$ cat src/rtl/fetch_entry_queue.sv
`default_nettype none
// ============================================================================
//  Module      : fetch_entry_queue
//  Description : Circular FIFO between frontend fetch and decode. Presents one
//                entry per cycle under valid/ready, freezes intake after an
//                entry carrying a fetch exception, and clears on flush.
//  Revision    : 1.0 - initial release
// ============================================================================
module fetch_entry_queue #(
    parameter int unsigned DEPTH = 4,
    parameter int unsigned VLEN  = 64,
    parameter int unsigned CNT_W = $clog2(DEPTH) + 1
) (
    input  logic             clk_i,
    input  logic             rst_ni,
    input  logic             flush_i,
    input  logic             push_valid_i,
    output logic             push_ready_o,
    input  logic [31:0]      push_instr_i,
    input  logic [VLEN-1:0]  push_addr_i,
    input  logic             push_ex_valid_i,
    input  logic [63:0]      push_ex_cause_i,
    input  logic             push_bp_taken_i,
    input  logic [VLEN-1:0]  push_bp_target_i,
    output logic             pop_valid_o,
    input  logic             pop_ready_i,
    output logic [31:0]      pop_instr_o,
    output logic [VLEN-1:0]  pop_addr_o,
    output logic             pop_ex_valid_o,
    output logic [63:0]      pop_ex_cause_o,
    output logic             pop_bp_taken_o,
    output logic [VLEN-1:0]  pop_bp_target_o,
    output logic [CNT_W-1:0] count_o,
    output logic             almost_full_o
);

    localparam int unsigned      PTR_W      = $clog2(DEPTH);
    localparam logic [CNT_W-1:0] C_FULL     = CNT_W'(DEPTH);
    localparam logic [CNT_W-1:0] C_ALMOST   = CNT_W'(DEPTH - 1);
    localparam logic [PTR_W-1:0] C_PTR_ONE  = PTR_W'(1);
    localparam logic [CNT_W-1:0] C_CNT_ONE  = CNT_W'(1);

    typedef struct packed {
        logic [31:0]     instr;
        logic [VLEN-1:0] addr;
        logic            ex_valid;
        logic [63:0]     ex_cause;
        logic            bp_taken;
        logic [VLEN-1:0] bp_target;
    } entry_t;

    entry_t            mem_q [DEPTH];
    entry_t            w_wdata;
    entry_t            w_head;
    logic [PTR_W-1:0]  rd_q, rd_d;
    logic [PTR_W-1:0]  wr_q, wr_d;
    logic [CNT_W-1:0]  count_q, count_d;
    logic              freeze_q, freeze_d;
    logic              w_push;
    logic              w_pop;

    assign w_wdata = '{instr:     push_instr_i,
                       addr:      push_addr_i,
                       ex_valid:  push_ex_valid_i,
                       ex_cause:  push_ex_cause_i,
                       bp_taken:  push_bp_taken_i,
                       bp_target: push_bp_target_i};

    // Ready/valid come from registered state only, so no input reaches them.
    assign push_ready_o  = (count_q != C_FULL) && !freeze_q;
    assign pop_valid_o   = (count_q != '0);
    assign count_o       = count_q;
    assign almost_full_o = (count_q >= C_ALMOST);

    // A flush cancels any handshake happening in the same cycle.
    assign w_push = push_valid_i && push_ready_o && !flush_i;
    assign w_pop  = pop_valid_o && pop_ready_i && !flush_i;

    assign w_head          = mem_q[rd_q];
    assign pop_instr_o     = w_head.instr;
    assign pop_addr_o      = w_head.addr;
    assign pop_ex_valid_o  = w_head.ex_valid;
    assign pop_ex_cause_o  = w_head.ex_cause;
    assign pop_bp_taken_o  = w_head.bp_taken;
    assign pop_bp_target_o = w_head.bp_target;

    // Next-state for pointers, occupancy and the exception freeze.
    always_comb begin
        rd_d     = rd_q;
        wr_d     = wr_q;
        count_d  = count_q;
        freeze_d = freeze_q;
        if (flush_i) begin
            rd_d     = '0;
            wr_d     = '0;
            count_d  = '0;
            freeze_d = 1'b0;
        end else begin
            if (w_push) begin
                wr_d = wr_q + C_PTR_ONE;
                if (push_ex_valid_i) begin
                    freeze_d = 1'b1;
                end
            end
            if (w_pop) begin
                rd_d = rd_q + C_PTR_ONE;
            end
            case ({w_push, w_pop})
                2'b10:   count_d = count_q + C_CNT_ONE;
                2'b01:   count_d = count_q - C_CNT_ONE;
                default: count_d = count_q;
            endcase
        end
    end

    // Control state register with asynchronous active-low reset.
    always_ff @(posedge clk_i or negedge rst_ni) begin
        if (!rst_ni) begin
            rd_q     <= '0;
            wr_q     <= '0;
            count_q  <= '0;
            freeze_q <= 1'b0;
        end else begin
            rd_q     <= rd_d;
            wr_q     <= wr_d;
            count_q  <= count_d;
            freeze_q <= freeze_d;
        end
    end

    // Payload storage is left unreset; it is only observed while valid.
    always_ff @(posedge clk_i) begin
        if (w_push) begin
            mem_q[wr_q] <= w_wdata;
        end
    end

endmodule
`default_nettype wire

$ cat config.mk
export PLATFORM = sky130hd
export DESIGN_NAME = fetch_entry_queue
export DESIGN_NICKNAME = d
export VERILOG_FILES = /design/src/rtl/fetch_entry_queue.sv
export SDC_FILE = /design/constraint.sdc
export NUM_CORES = 1
export LEC_CHECK = 0
export CORE_ASPECT_RATIO = 1.5
export CORE_MARGIN = 2
export CORE_UTILIZATION = 61
export CTS_BUF_LIST = sky130_fd_sc_hd__clkbuf_4
export CTS_CLUSTER_DIAMETER = 30
export CTS_CLUSTER_SIZE = 30
export DETAILED_ROUTE_END_ITERATION = 12
export PLACE_DENSITY_LB_ADDON = 0.05
export SLEW_MARGIN = 20
export SYNTH_ARGS = -nofsm -noshare
export SYNTH_HDL_FRONTEND = slang
export SYNTH_SLANG_ARGS = --single-unit
export TNS_END_PERCENT = 50
$ cat constraint.sdc
create_clock -name clk_i -period 13.3 [get_ports clk_i]
set_input_delay 1.33 -clock clk_i [delete_from_list [all_inputs] [get_ports clk_i]]
set_output_delay 1.33 -clock clk_i [all_outputs]
set_load 0.03 [all_outputs]
Word level (Yosys, flattened, before mapping)
Memories as Yosys holds them, arrays and structs flattened.
Cells that the tools add are included.

word-level totals
  register bits = 8
  memories kept = 1
  RAM bits = 904
  input bits = 231

memories
  memory  depth  width  rd ports  clocked after Yosys merged registers in  write ports  RTL line  source
  mem_q   4      226    1         0                                        1            52        entry_t mem_q [DEPTH];

operators by class
  reductions and logical operators = 13
  equality and inequality tests = 3
  muxes and demuxes = 11
  $lt $le $gt $ge = 1
  add/sub/neg operators = 4

operators by type and width
  cell                                                                count
  two-way mux 2 bit                                                   4
  one-hot mux 3 bit (2 select lines)                                  1
  nonzero test 2 bit                                                  3
  nonzero test 3 bit                                                  2
  logical AND 1 bit                                                   5
  two-way mux 1 bit                                                   5
  adder 2 x 1 -> 2 bit (second input constant)                        2
  adder 3 x 1 -> 3 bit (second input constant)                        1
  greater-or-equal comparator 3 x 2 -> 1 bit (second input constant)  1
  two-way mux 3 bit                                                   1
  inequality test 3 bit (second input constant)                       1
  subtractor 3 x 1 -> 3 bit (second input constant)                   1
  == test 2 x 1 -> 1 bit (second input constant)                      1
  == test 2 bit (second input constant)                               1
  zero test 1 bit                                                     2
  AND reduction 2 bit                                                 1

Logic depth before layout (Yosys ltp)
Gate-level depths: netlist (run 1).

  depth in word-level cells = 7
  gate-level depth with buffers = 7
  mapped depth without buffers = 7

Worst setup path after synthesis (run 1)
Ideal clock, no wire load.

  path type = input port to flip-flop
  from = in push_valid_i
  to = mem mem_q[0][0] (netlist bit), enable pin
  arrival time = 7.078 ns
  slack = 5.608 ns
  setup time = 0.615 ns
  buffers on the path = 0
  stages = 3
  required time = 12.685 ns
  path through = or2b_2 > nor3_1 > and2_1

between the ends
  cells in the longest elaborated chain, start to end = 4

RTL lines
  what                                     RTL line  source
  start: declaration                       17        input logic push_valid_i,
  logical AND 1 bit (2 in a row)           76        assign w_push = push_valid_i && push_ready_o && !flush_i;
  two-way mux 1 bit                        133       if (w_push) begin
  two-way mux 1 bit (implied by the code)  134       mem_q[wr_q] <= w_wdata;
  end: declaration                         52

No other way between the ends.

Worst setup path after layout (run 1)
  from = reg rd_q[1]
  to = out pop_ex_cause_o[10]

between the ends
  cells in the longest elaborated chain, start to end = 1

RTL lines
  what                      RTL line  source
  start: declaration        55        logic [PTR_W-1:0] rd_q, rd_d;
  start signal: assignment  124       rd_q <= rd_d;
  memory (4 x 226 bit)      -
  end: declaration          30        output logic [63:0] pop_ex_cause_o,

No other way between the ends.

==> out/metrics.yaml, run 1 <==
detailed_routing:
  wire_per_inst_um: 25.5
  via_per_inst: 5.87
  drtPass1Iterations: 5
  vias: 15300
  postRouteAntennaNets: 0
  drc: 0
  drtIter0Drc: 942
  wirelength_mm: 66.5
sta:
  fin_setup_tns_ns: 0
  final_max_slew_viol_count: 0
  tightest_slew_ns: 1.08
  period_needed_ns: 5.71
  hold_viol_final: 0
  setup_viol: 0
  final.period_utilization_pct: 43.0
  skew_ns: 0.0646
  max_freq_mhz: 175
  rsz0062_at_grt: "false"
  slew_headroom_pct: 28.3
synthesis:
  synth-xor-area-share_pct: 0.106
  netlist_top_cells_area: "edfxtp_1 (82%), mux4_2 (15%), dfrtp_1 (0.61%)"
  synth_top_family_by_area: "multiplexers"
  synthAdderAreaFrac_pct: 0.212
  synth_nets: 1473
  yosysWarnings: 0
  synth_top_area_share_pct: 82.1
  synth.avg_cell_area_sq_um: 26.7
  synth-simple-area-share_pct: 0.522
  syn_area_sq_um: 33000
  muxShareOfSynthArea_pct: 15.5
  seq_area_frac_synth_pct: 82.7
  synthesis.instances: 1237
  ys_ff_latch: 912
  synth_compound_area_share_pct: 0.0984
  yosys.area.top_type: "edfxtp_1"
  synthDistinctLibCells: 32
finish:
  layout.nets: 2035
  postLayoutCellArea_sq_um: 40600
  drive_above_1_share_pct: 25.3
  area_growth_syn_to_layout_pct: 22.9
  final_cells: 2605
min_path:
  whs_path_depth: 2
  holdPathEnd: "freeze_q"
  worstHoldStart: "freeze_q"
  hold_path_class: "register to register"
placed_design:
  dp.cells: 2355
  io_buffers: 462
  postPlaceCellArea_sq_um: 38500
  gp_congestion: 0.745
  hpwl_mm: 40.5
job:
  drv_cap: 0
cts:
  cts_buffer_depth: 3
  cts-htree-levels: 4
  ctsHoldBuffers: 0
  cts_tree: "built"
  clk_pin_slew_worst_paths_ns: 0.10
  postCtsSetupBuffers: 0
  clockRootBuffer: "clkbuf_4"
  post_cts_resized: 0
  cts.sinks: 912
  numCtsBuffers: 130
  insertion_delay_ns: 0.89
global_routing:
  grt_max_degree: 117
  track_usage_pct: 24.1
  grt_pass1_vias: 16400
  antenna_found_initial: 26
  grt-ovfl-total: 0
  grt_pass1_wl_mm: 99.3
die:
  rows: 104
  coreArea_sq_um: 53600
  die_h_um: 289
  die_area_sq_um: 56100
  initial_core_util_pct: 61.6
  io_pins: 463
  die_x_um: 194
power:
  p_per_area_nw_per_um2: 187
  peakVddDrop_v: 0.000172
  leakagePower_nw: 12.7
outcome:
  outcome: "finished, final reports clean"
setup_path:
  ff2ff_path_depth: 5
  end_kind: "primary output"
  crit_arrival_ns: 4.38
  required_ns: 11.97
  cp_max_fo: 74
  reg2reg_from: "count_o[0]"
  critPathLaunchType: "register"
  r2r-end: "mem_q[1][161]"
  r2r_setup_slack_ns: 9.28
  critical_path_class: "register to primary output"
==> how the worst max path moves through the flow <==
stage                      start  slack, ns                 end  cells past startpoint
floorplan           push_valid_i       5.61         mem_q[0][0]                      3
global placement    push_valid_i       7.72        mem_q[2][47]                      6
detailed placement       flush_i       7.86       mem_q[1][110]                      5
CTS                      rd_q[0]       6.90  pop_ex_cause_o[16]                      4
global route             rd_q[1]       7.31  pop_ex_cause_o[10]                      4
finish                   rd_q[1]       7.59  pop_ex_cause_o[10]                      4
==> where the power goes <==
group | internal (mW) | leakage [nW] | switching [mW]
registers | 3.34 | 8.30 | 0.0764
clock network | 0.897 | 1.10 | 1.01
logic | 1.03 | 3.27 | 1.25
total | 5.27 | 12.7 | 2.33
==> per-stage QoR <==
stage	hold slack [ns]	power (mW)	worst slack [ns]	utilization, %
after global routing	0.593	7.90	7.31	75.7
after CTS	0.542	7.69	6.90	75.6
after global placement	0.523	5.77	7.72	71.7
after detailed placement	0.519	5.78	7.86	71.8
final	0.537	7.60	7.59	75.8
after floorplan	0.479	4.93	5.61	-
==> sequential cells by signal (all words and copies together), names as in the netlist <==
register and flops:
mem_q 904, count_o 3, rd_q 2, wr_q 2
freeze_q 1
==> metal layers <==
layer / up-vias / wire, um / track usage, %
li1: 6585 / - / -
met1: 7889 / 24100 / 30.4
met2: 636 / 33500 / 37.5
met3: 151 / 6380 / 8.85
met4: 24 / 2450 / 11.9
met5: - / 156 / 0
==> Yosys cell counts <==
cell      count
a21o_2        1
a21oi_1       1
and2_1        4
and3b_2       1
buf_1        11
buf_2        32
buf_4         5
clkbuf_1      4
dfrtp_1       8
edfxtp_1    904
fa_1          1
ha_1          4
inv_1         2
mux2_1        1
mux2i_1       3
mux4_2      226
nand2_1       1
nand2b_1      2
nand3_1       2
nor2_1        9
nor2_4        1
nor2b_1       1
nor3_1        2
nor3b_1       1
nor3b_4       1
o21ai_2       1
o31a_2        1
or2b_2        1
or3_2         1
or4_1         1
xnor2_1       3
xor2_1        1
==> critical path: stages, from the launching register on <==
cell             delay (ns)
dfrtp_4                0.59
buf_4                  0.79
buf_4                  0.94
mux4_2                 0.36
clkdlybuf4s50_1        0.76
==> cells by family (layout without fill, tap and decap cells) <==
| logic type | after synthesis | in the layout |
|---|---|---|
| other | 0 | 14 |
| adder cells (fa/ha/maj) | 5 | 5 |
| XOR/XNOR | 4 | 4 |
| flip-flops | 912 | 912 |
| buffers and inverters | 54 | 719 |
| AND/OR/NAND/NOR | 28 | 28 |
| AO/OA/AOI/OAI | 4 | 4 |
| multiplexers | 230 | 230 |
==> cell type report <==
cell class                 instances  area [sq um]
antenna                           14          35.0
multi-input combinational        271          5450
timing repair buffer             482          4830
fill                            2972         13000
clock buffer                     148          1110
tap                              689           862
sequential                       912         27400
clock inverter                    87           958
inverter                           2          7.51
==> cells in the final DEF, fill, tap and decap left out, types with 2 or more instances in the layout <==
master,netlist,final
and2_4,0,4
buf_16,0,2
buf_4,5,15
buf_6,0,2
bufinv_16,0,16
clkbuf_4,0,148
clkdlybuf4s50_1,0,462
clkinv_1,0,13
clkinv_2,0,14
clkinv_4,0,6
clkinvlp_4,0,19
dfrtp_1,8,6
dfrtp_4,0,2
diode_2,0,14
edfxtp_1,904,904
ha_1,4,4
inv_1,2,2
inv_2,0,3
inv_6,0,13
inv_8,0,2
mux2i_1,3,3
mux4_2,226,226
nand2b_1,2,2
nand3_1,2,2
nor2_1,9,9
nor3_1,2,2
xnor2_1,3,3
Power figures use the tool's default switching activity.
==> inputs of run 2 (changes only) <==
- CORE_UTILIZATION: 61 -> 56
- clock period: 13.3 -> 5.75 ns (I/O delays scaled with it)
==> run 2 against run 1 <==
  * Clock skew decreased by 0.023 ns
  * Combinational power increased by 130%
  * Worst setup slack got worse by 6.1 ns
  * Largest cell class unchanged
==> out/metrics.yaml, run 2 (synthesis results as in run 1) <==
placed_design:
  postPlaceCellArea_sq_um: 38800  # was 38,500 sq um
  gp_congestion: 0.745  # about the same
  hpwl_mm: 41.8  # was 40.5 mm
  io_buffers: 462  # unchanged
setup_path:
  cp_max_fo: 91  # was 74
  crit_arrival_ns: 3.72  # was 4.38 ns
  required_ns: 5.18  # was 11.97 ns
  end_kind: "primary output"  # unchanged
  critPathLaunchType: "register"  # unchanged
  critical_path_class: "register to primary output"  # unchanged
die:
  initial_core_util_pct: 56.4  # was 61.6%
  die_area_sq_um: 61000  # was 56,100 sq um
  rows: 109  # was 104
  coreArea_sq_um: 58600  # was 53,600 sq um
  io_pins: 463  # unchanged
  die_h_um: 302  # was 289 um
  die_x_um: 202  # was 194 um
cts:
  post_cts_resized: 0  # unchanged
  clockRootBuffer: "clkbuf_4"  # unchanged
  clk_pin_slew_worst_paths_ns: 0.12  # was 0.10 ns
  insertion_delay_ns: 0.94  # was 0.89 ns
  cts-htree-levels: 3  # was 4
  numCtsBuffers: 120  # was 130
  cts.sinks: 912  # unchanged
  cts_tree: "built"  # unchanged
  cts_buffer_depth: 3  # unchanged
  postCtsSetupBuffers: 0  # unchanged
finish:
  largest_register: "mem_q"  # unchanged
  postLayoutCellArea_sq_um: 41000  # was 40,600 sq um
  multi_input_area_sq_um: 5450  # unchanged
  ff_latch_area_sq_um: 27400  # unchanged
  layout.nets: 2030  # was 2,035
  largest_register_ffs: 904  # unchanged
  area_growth_syn_to_layout_pct: 24.1  # was 22.9%
  drive_above_1_share_pct: 25.4  # was 25.3%
  layout_common_cells: "edfxtp_1 (904), clkdlybuf4s50_1 (462), mux4_2 (226), clkbuf_4 (126), bufinv_16 (20)"  # was edfxtp_1 (904), clkdlybuf4s50_1 (462), mux4_2 (226), clkbuf_4 (148), clkinvlp_4 (19)
  mostFrequentLayoutCell: "edfxtp_1"  # unchanged
  fillCellCount: 3655  # was 2,972
min_path:
  hold_path_class: "input pin to register"  # was register to register
sta:
  final.period_utilization_pct: 74.7
  hold_ws_ns: 0.245  # was 0.537 ns
  max_freq_mhz: 233
  slew_headroom_pct: 29.9  # was 28.3%
  final_max_slew_viol_count: 0  # unchanged
  hold_viol_final: 0  # unchanged
  tightest_slew_ns: 1.05  # was 1.08 ns
  skew_ns: 0.0413  # was 0.0646 ns
  setup_viol: 0  # unchanged
  rsz0062_at_grt: "false"  # unchanged
  period_needed_ns: 4.30
global_routing:
  antenna_found_initial: 17  # was 26
  grt_pass1_vias: 15900  # was 16,400
  grt_pass1_wl_mm: 99.5  # was 99.3 mm
  grt_max_degree: 92  # was 117
  track_usage_pct: 22.4  # was 24.1%
  grt-ovfl-total: 0  # unchanged
power:
  peakVddDrop_v: 0.000396  # was 0.000172 V
  p_per_area_nw_per_um2: 435  # was 187 nW/um^2
  leakagePower_nw: 12.8  # was 12.7 nW
detailed_routing:
  drtPass1Iterations: 5  # unchanged
  drtIter0Drc: 976  # was 942
  vias: 15300  # about the same
  wire_per_inst_um: 25.1  # was 25.5 um
  via_per_inst: 5.68  # was 5.87
  postRouteAntennaNets: 0  # unchanged
  drc: 0  # unchanged
  wirelength_mm: 67.5  # was 66.5 mm
outcome:
  outcome: "finished, final reports clean"  # unchanged
job:
  drv_cap: 0  # unchanged
## run 2: cell type report
class,instances,share of cell area [%]
clock inverter,101,3.03
multi-input combinational,271,13.3
inverter,2,0.0183
timing repair buffer,487,12.3
sequential,912,66.7
tap,777,2.37
clock buffer,126,2.31
antenna,7,0.0427
## run 2: timing repair
| action | CTS | global route |
|---|---|---|
| hold buffers | 1 | 0 |
| endpoints found under the setup margin | 0 | 0 |
| hold endpoints to repair | 8 | 0 |
## run 2: critical path, cell delays in order (launching register included)
cell             delay [ns]
dfrtp_4                1.04
buf_12                 0.44
mux4_2                 0.45
clkdlybuf4s50_1        0.62
## run 2: final timing paths
kind	start	end	slack, ns	depth (start not counted)
hold reg to reg	freeze_q	freeze_q	0.60	2
setup / recovery	rd_q[1]	pop_addr_o[22]	1.45	3
hold / removal	push_bp_target_i[46]	mem_q[2][46]	0.25	1
setup reg to reg	freeze_q	mem_q[0][32]	2.68	4
max in group asynchronous	rst_ni	rd_q[0]	4.96	2
min in group asynchronous	rst_ni	count_o[0]	0.46	2
## run 2: layer usage
layer,up-vias,GRT usage (%),wire (um)
met5,-,0,152
met4,22,8.10,1790
met1,7986,28.3,25200
met2,551,36.3,34200
met3,114,8.09,6050
li1,6579,-,-
## run 2: where the power goes
| group | total (mW) | internal [mW] | switching (mW) |
|---|---|---|---|
| combinational | 5.31 | 2.41 | 2.91 |
| clock | 4.63 | 2.15 | 2.48 |
| sequential | 7.92 | 7.72 | 0.200 |
## run 2: stage by stage
step	TNS, ns	utilization, %	power, mW	setup slack (ns)	std cells
final	0	70.0	17.9	1.45	2683
after global placement	0	66.1	13.4	2.08	2447
after floorplan	-536.35	-	11.4	-1.19	1237
after detailed placement	0	66.1	13.5	2.09	2447
after global routing	0	70.0	18.6	1.22	2682
after CTS	0	69.9	18.1	1.31	2675
==> inputs of run 3 (changes only) <==
- clock period: 5.75 -> 4.1 ns (I/O delays scaled with it)
==> run 3 against run 2 <==
  * Clock power is 35% higher
  * Total power grew 39%
  * Largest cell class unchanged
  * Critical endpoint is now pop_addr_o[44]
  * Routed wire length down 0.16%
  * Sequential power grew 40%
  * Global-route usage barely moved
  * Die area unchanged
==> out/metrics.yaml, run 3 (synthesis results as in run 1) <==
power:
  p_switching_mw: 7.83  # was 5.58 mW
  finalPower_mw: 24.9  # was 17.9 mW
  peakVddDrop_v: 0.000507  # was 0.000396 V
  leakagePower_nw: 13.1  # was 12.8 nW
  pwr-share-seq_pct: 44.4  # was 44.3%
  swShare_pct: 31.5  # was 31.2%
  combPwrFrac_pct: 30.6  # was 29.7%
  cell_internal_pwr_mw: 17.1  # was 12.3 mW
  power_frac_clock_pct: 25.0  # was 25.9%
  p_per_area_nw_per_um2: 595  # was 435 nW/um^2
setup_path:
  critPathLaunchType: "register"  # unchanged
  crit_path_max_incr_delay_ns: 0.75  # was 1.04 ns
  cp-endpoint: "pop_addr_o[44]"  # was pop_addr_o[22]
  cp.depth: 3  # unchanged
  cp_max_fo: 21  # was 91
  startpoint: "rd_q[0]"  # was rd_q[1]
  worstPathBufferInverterCount: 2  # unchanged
  r2r_setup_slack_ns: 1.41  # was 2.68 ns
  path_delay_family: "buffers and inverters"  # unchanged
  end_kind: "primary output"  # unchanged
  cpMaxStageDelayCell: "dfrtp_4"  # unchanged
  critical_path_class: "register to primary output"  # unchanged
  reg2reg_from: "freeze_q"  # unchanged
  required_ns: 3.69  # was 5.18 ns
  r2r-end: "mem_q[3][78]"  # was mem_q[0][32]
  ff2ff_path_depth: 4  # unchanged
  crit_chain: "buf_4 -> mux4_2 -> clkdlybuf4s50_1"  # was buf_12 -> mux4_2 -> clkdlybuf4s50_1
  crit_arrival_ns: 3.38  # was 3.72 ns
sta:
  setup_viol: 0  # unchanged
  final_max_slew_viol_count: 0  # unchanged
  slew_headroom_pct: 49.3  # was 29.9%
  skew_ns: 0.0383  # was 0.0413 ns
  rsz0062_at_grt: "false"  # unchanged
  hold_ws_ns: 0.107  # was 0.245 ns
  tightest_slew_ns: 0.760  # was 1.05 ns
  max_freq_mhz: 264
  final.period_utilization_pct: 92.5
  period_needed_ns: 3.79
  hold_viol_final: 0  # unchanged
finish:
  layout.nets: 2109  # was 2,030
  largest_register: "mem_q"  # unchanged
  area_growth_syn_to_layout_pct: 26.6  # was 24.1%
  fillCellCount: 3620  # was 3,655
  mostFrequentLayoutCell: "edfxtp_1"  # unchanged
  postLayoutCellArea_sq_um: 41800  # was 41,000 sq um
  layout_common_cells: "edfxtp_1 (904), clkdlybuf4s50_1 (462), mux4_2 (226), clkbuf_4 (123), dlygate4sd3_1 (65)"  # was edfxtp_1 (904), clkdlybuf4s50_1 (462), mux4_2 (226), clkbuf_4 (126), bufinv_16 (20)
  final_cells: 2764  # was 2,683
  largest_register_ffs: 904  # unchanged
  drive_above_1_share_pct: 25.1  # was 25.4%
cts:
  postCtsSetupBuffers: 0  # unchanged
  cts.sinks: 912  # unchanged
  insertion_delay_ns: 0.94  # about the same
  clk_pin_slew_worst_paths_ns: 0.12  # about the same
  clockRootBuffer: "clkbuf_4"  # unchanged
  cts_buffer_depth: 3  # unchanged
  cts_tree: "built"  # unchanged
  cts-htree-levels: 3  # unchanged
  numCtsBuffers: 119  # was 120
placed_design:
  dp.cells: 2464  # was 2,447
  gp_congestion: 0.737  # was 0.745
  hpwl_mm: 41.9  # was 41.8 mm
  io_buffers: 462  # unchanged
  postPlaceCellArea_sq_um: 39000  # was 38,800 sq um
global_routing:
  track_usage_pct: 22.4  # about the same
  grtUsageMet2_pct: 36.4  # was 36.3%
  met3_usage_pct: 7.46  # was 8.09%
  grt_pass1_wl_mm: 101  # was 99.5 mm
  antenna_found_initial: 13  # was 17
  grt_pass1_vias: 16400  # was 15,900
  met1_usage_pct: 28.3  # about the same
  grt_max_degree: 97  # was 92
  grt-busiest-layer: "met2"  # unchanged
  grt-ovfl-total: 0  # unchanged
detailed_routing:
  drtPass1Iterations: 5  # unchanged
  drc: 0  # unchanged
  drtIter0Drc: 924  # was 976
  via_per_inst: 5.61  # was 5.68
  postRouteAntennaNets: 0  # unchanged
  wirelength_mm: 67.4  # was 67.5 mm
  wire_per_inst_um: 24.4  # was 25.1 um
  vias: 15500  # was 15,300
die:
  die_area_sq_um: 61000  # unchanged
  initial_core_util_pct: 56.4  # unchanged
  io_pins: 463  # unchanged
  rows: 109  # unchanged
  die_h_um: 302  # unchanged
  die_x_um: 202  # unchanged
  coreArea_sq_um: 58600  # unchanged
job:
  drv_cap: 0  # unchanged
min_path:
  hold_path_class: "input pin to register"  # unchanged
outcome:
  outcome: "finished, final reports clean"  # unchanged
## run 3: worst register-to-register path, stage by stage (launching register included)
cell and delay, ns:
dfrtp_1 0.43, or2b_2 0.37, nor3_1 0.42, and2_4 0.75
buf_4 0.40
## run 3: what timing repair did
item | in CTS | in global routing
setup endpoints to repair | 0 | 0
resized for setup | 0 | 0
hold endpoints to repair | 211 | 0
hold buffers | 65 | 0
## run 3: through the flow
step | setup TNS [ns] | util [%] | setup slack, ns
finish | 0 | 71.3 | 0.308
global route | 0 | 71.3 | 0.0645
CTS | 0 | 71.3 | 0.116
detailed placement | 0 | 66.6 | 0.833
global placement | 0 | 66.6 | 0.930
floorplan | -191.71 | - | -0.212
## run 3: final cells by class
cell class / count / area, sq um / area share [%]
multi-input combinational: 271 / 5450 / 13.0
inverter: 2 / 7.51 / 0.0179
clock buffer: 123 / 923 / 2.21
tap: 777 / 972 / 2.32
antenna: 7 / 17.5 / 0.0419
clock inverter: 105 / 1190 / 2.84
sequential: 912 / 27400 / 65.4
timing repair buffer: 567 / 5910 / 14.1
## run 3: how the worst min path moves through the flow
stage,depth (start not counted),to,from,slack [ns]
2_1_floorplan,0,count_o[0],rst_ni,0.11
3_3_place_gp,2,freeze_q,freeze_q,0.55
3_5_place_dp,2,freeze_q,freeze_q,0.57
4_1_cts,1,mem_q[0][74],push_ex_cause_i[9],0.00002
5_1_grt,1,mem_q[0][165],push_addr_i[35],0.01
6_report,1,mem_q[3][96],push_ex_cause_i[31],0.11
## run 3: layer usage
layer / share of wire, % / vias to the layer above
met4: 2.8 / 12
li1: - / 6735
met2: 51 / 538
met3: 8.4 / 114
met5: 0.12 / -
met1: 37 / 8101
## run 3: power by group through the flow
stage / clock (mW) / sequential (mW) / combinational [mW]
6_report: 6.23 / 11.1 / 7.60
4_1_cts: 6.44 / 11.1 / 7.74
2_1_floorplan: 0 / 11.2 / 4.69
3_3_place_gp: 0 / 11.2 / 7.65
3_5_place_dp: 0 / 11.3 / 7.64
5_1_grt: 6.80 / 11.1 / 7.98
